`src/rtl/updown_counter_ext.sv`:
```
// Parametrised up/down counter with programmable limit, variable step,
// wrap/saturate modes, clear/load, terminal flags, event pulse and sticky error.
module updown_counter_ext #(
  parameter int           W       = 8,
  parameter logic [W-1:0] RST_VAL = '0
) (
  input  logic         clk,
  input  logic         rst_n,
  input  logic         clear,
  input  logic         load,
  input  logic [W-1:0] load_val,
  input  logic         en,
  input  logic         up,
  input  logic [W-1:0] step,
  input  logic [W-1:0] limit,
  input  logic         sat_mode,
  output logic [W-1:0] cnt,
  output logic         at_max,
  output logic         at_min,
  output logic         evt,
  output logic         err
);

  localparam logic [W:0] ONE = {{W{1'b0}}, 1'b1};

  logic [W-1:0] cnt_d;
  logic         evt_d;
  logic         err_d;

  logic [W:0]   lim_x;
  logic [W:0]   lim1;
  logic [W:0]   sum;
  logic         up_ovf;
  logic         dn_ovf;
  logic         over_lim;
  logic         bad_step;
  logic [W-1:0] ld_val;

  // limit+1 needs W+1 bits so limit == 2**W-1 wraps naturally
  assign lim_x    = {1'b0, limit};
  assign lim1     = lim_x + ONE;
  assign sum      = {1'b0, cnt} + {1'b0, step};
  assign up_ovf   = sum > lim_x;
  assign dn_ovf   = step > cnt;
  assign over_lim = cnt > limit;
  assign bad_step = step > limit;
  assign ld_val   = (load_val > limit) ? limit : load_val;

  always_comb begin
    cnt_d = cnt;
    evt_d = 1'b0;
    err_d = err;
    priority case (1'b1)
      clear: begin
        cnt_d = RST_VAL;
        err_d = 1'b0;
      end
      load: cnt_d = ld_val;
      !en: ;
      over_lim: begin
        cnt_d = limit;
        evt_d = 1'b1;
      end
      bad_step: err_d = 1'b1;
      step == '0: ;
      up: begin
        if (up_ovf) begin
          evt_d = 1'b1;
          cnt_d = sat_mode ? limit : W'(sum - lim1);
        end else begin
          cnt_d = W'(sum);
        end
      end
      default: begin
        if (dn_ovf) begin
          evt_d = 1'b1;
          cnt_d = sat_mode ? '0
                : W'({1'b0, cnt} + lim1 - {1'b0, step});
        end else begin
          cnt_d = cnt - step;
        end
      end
    endcase
  end

  always_ff @(posedge clk or negedge rst_n) begin
    if (!rst_n) begin
      cnt <= RST_VAL;
      evt <= 1'b0;
      err <= 1'b0;
    end else begin
      cnt <= cnt_d;
      evt <= evt_d;
      err <= err_d;
    end
  end

  assign at_max = (cnt == limit);
  assign at_min = (cnt == '0);

endmodule

```
`config.mk`:
```
export PLATFORM = sky130hd
export DESIGN_NAME = updown_counter_ext
export DESIGN_NICKNAME = d
export VERILOG_FILES = /design/src/rtl/updown_counter_ext.sv
export SDC_FILE = /design/constraint.sdc
export NUM_CORES = 1
export LEC_CHECK = 0
export BUFFER_PORTS_ARGS = -buffer_cell sky130_fd_sc_hd__clkbuf_2
export CORE_MARGIN = 1
export CORE_UTILIZATION = 65
export CTS_CLUSTER_SIZE = 28
export DETAILED_ROUTE_END_ITERATION = 6
export PLACE_DENSITY = 0.85
export SYNTH_ARGS = -nofsm -noshare
export SYNTH_HDL_FRONTEND = slang
export SYNTH_SLANG_ARGS = --single-unit
```
`constraint.sdc`:
```
create_clock -name clk -period 5.4 [get_ports clk]
set_input_delay 0.27 -clock clk [delete_from_list [all_inputs] [get_ports clk]]
set_output_delay 0.27 -clock clk [all_outputs]
set_load 0.005 [all_outputs]
```
==> summary.txt <==
STA
  – Hold Slack: 306 ps
  – Actual slew at the worst max-slew pin: 688 ps
  – Final setup skew: 5.26 ps
  – Final slew viol count: 0
  – Final worst setup slack: 1370 ps
  – Fmax: 0.248 GHz
  – Period Utilization, post-route: 0.746
  – Max_slew headroom: 0.541
  – Post-layout min period: 4030 ps
  – Final Hold Fails: 0
  – RSZ-0062 raised after global routing: no
  – # setup viols final: 0
  – TNS Setup: 0 ps

Finish
  – Design area: 3590 um2
  – N_diodes: 0
  – Filler instances: 428
  – Reg area: 250 um2
  – Fin cells: 516
  – Nets: 555
  – Layout overhead on the synthesized area: 8.68%
  – Area of the multi-input gates: 2800 um2
  – Fraction of layout cells with a size suffix above 1: 0.136
  – Final core occ: 0.744

Clocking
  – Clk_lat worst skew: 240 ps
  – Post-CTS Setup Inserts: 0
  – CTS Root Buffer Type: clkbuf_8
  – H-tree levels: 1
  – Deepest clock path buffer count: 2
  – CTS tree: built
  – CTS clk-pin slew, worst paths: 60 ps
  – TritonCTS sink count: 10
  – CTS Buf Count: 3

Detailed routing
  – Vias: 3412
  – Initial drt markers: 309
  – TritonRoute pass-1 iters: 7
  – Post-DRT Antenna Nets: 0
  – Detailed-route wire length: 10500 um
  – Via-per-instance ratio: 6.61
  – DR WL/cell: 20.3 um
  – DRC Markers: 1

GRT
  – Initial antenna violation count: 0
  – Total GRT Usage: 0.410
  – Total congestion overflow: 0
  – Largest net degree at the start of global routing: 18
  – First-pass GRT wire length: 16200 um
  – Vias in the first global route: 3277

Floorplanning
  – Full die area: 5360 um2
  – Starting Density: 0.685
  – # IOs: 43
  – Core footprint: 4820 um2
  – Chip Height: 73.2 um
  – Rows: 25
  – Die width: 73.2 um

Placement
  – Port Buffer Count: 42
  – Post-placement cell count: 511
  – Pre-CTS WS: 1430 ps
  – Post-DP Area: 3520 um2
  – Final GP Congestion: 1.01
  – Detailed Place HPWL: 8560 um

Setup path
  – CP arrival: 4140 ps
  – CP required: 5510 ps
  – Crit Path Category: reg2reg
  – CP Max Fanout: 12
  – Startpoint types: flip-flop
  – R2R depth: 15
  – Crit. End Element: flip-flop

Power
  – Peak supply drop: 0.186 mV
  – Leak Pwr: 1.78 nW
  – Pwr dens: 309 nW/um2
  – Tot Pwr: 1.11 mW

Run status
  – Violated checks: DRC
  – Outcome: complete, but fails checks

Synthesis
  – Post-synth EDFFs: 0
  – #FFs+latches synth: 10
  – Netlist Area Pre-Place: 3300 um2
  – Synth Area per Inst: 7.95 um2
  – Ys async rst share: 1.00
  – Seq/Total Area, Yosys: 0.0758
  – Syn Inst Count: 415
  – Distinct cell type count after synthesis: 67
  – Syn_nets: 520
  – Leading register cell type out of synthesis: dfrtp_1
  – Syn. warnings: 0

Min path
  – Hold depth: 2
  – Tightest Hold Check Type: in2reg

Job
  – Max-cap violations: 0
final cells by class:
class,instances,share of cell area
Sequential cell,10,0.0698
Multi-Input combinational cell,345,0.781
Inverter,47,0.0492
Timing Repair Buffer,43,0.0614
Tap cell,67,0.0234
Clock buffer,4,0.0154
final timing paths:
path / startpoint / endpoint / slack (ps)
setup / recovery: cnt[0] / cnt[7] / 1370
hold / removal: clear / err / 310
setup reg to reg: cnt[0] / cnt[7] / 1370
hold reg to reg: err / err / 540
max in group asynchronous: rst_n / cnt[1] / 4740
min in group asynchronous: rst_n / evt / 440
sequential cells by signal, summed over array words and instances (netlist names):
| signal | cells |
|---|---|
| cnt | 8 |
| evt | 1 |
| err | 1 |
power by group:
group | switching (mW) | total (mW) | internal [mW]
Clock | 0.0342 | 0.0986 | 0.0644
Combinational | 0.508 | 0.895 | 0.387
Sequential | 0.0290 | 0.115 | 0.0863
cells in the mapped netlist, types with 6 or more instances:
cell type   n  area, um2
nor2_1     26       97.6
fa_1       10        200
a21oi_1    28        140
and3_1      6       37.5
xnor2_1    25        219
xor2_1      8       70.1
nor3_1     12       60.1
mux2i_1     8       80.1
nand4_1     6       37.5
nand3_1    13       65.1
a31oi_1     6       37.5
clkbuf_1    6       22.5
o21ai_0    12       60.1
nor2b_1     8       50.1
dfrtp_1    10        250
inv_1      46        173
ha_1       64        801
nand2_1    23       86.3
cell usage in the layout (no fill, tap or decap), types with 5 or more instances in the layout:
| cell | count |
|---|---|
| ha_1 | 64 |
| inv_1 | 46 |
| clkbuf_2 | 42 |
| a21oi_1 | 28 |
| nor2_1 | 26 |
| xnor2_1 | 25 |
| nand2_1 | 23 |
| nand3_1 | 13 |
| nor3_1 | 12 |
| o21ai_0 | 12 |
| fa_1 | 10 |
| dfrtp_1 | 10 |
| nor2b_1 | 8 |
| xor2_1 | 8 |
| mux2i_1 | 8 |
| nand4_1 | 6 |
| and3_1 | 6 |
| a31oi_1 | 6 |
| nand2b_1 | 5 |
| a21o_1 | 5 |
| a211o_1 | 5 |
worst max-delay path: stages (launching register included):
cell and delay [ps]:
dfrtp_1 440, ha_1 230, fa_1 400, nand2b_1 90, a21oi_1 100, o31ai_2 370
nor2b_1 220, xnor2_1 230, ha_1 320, o21a_1 170, o32a_1 190, o22a_4 260
or2_4 320, nor4b_1 160, o311ai_1 300, a31oi_1 120
layer usage:
| layer | GRT usage | wire (um) |
|---|---|---|
| met1 | 0.513 | 4390 |
| met2 | 0.665 | 4620 |
| met3 | 0.0925 | 947 |
| met4 | 0.194 | 493 |
| met5 | 0 | 0 |
cells by family (layout without fill, tap and decap cells):
logic type	Yosys count	in the layout	share of synthesized area
mux	9	9	0.0277
buf+inv	60	94	0.0755
simple gates	115	115	0.175
compound gates	114	114	0.255
flops	10	10	0.0758
fa+ha+maj	74	74	0.303
xor+xnor	33	33	0.0876
repair_timing:
item | 4_1_cts | 5_1_grt
hold endpoints to repair | 10 | 0
resized for setup | 0 | 0
hold buffers | 1 | 0
Note: power is estimated with default switching activity, not from simulation.
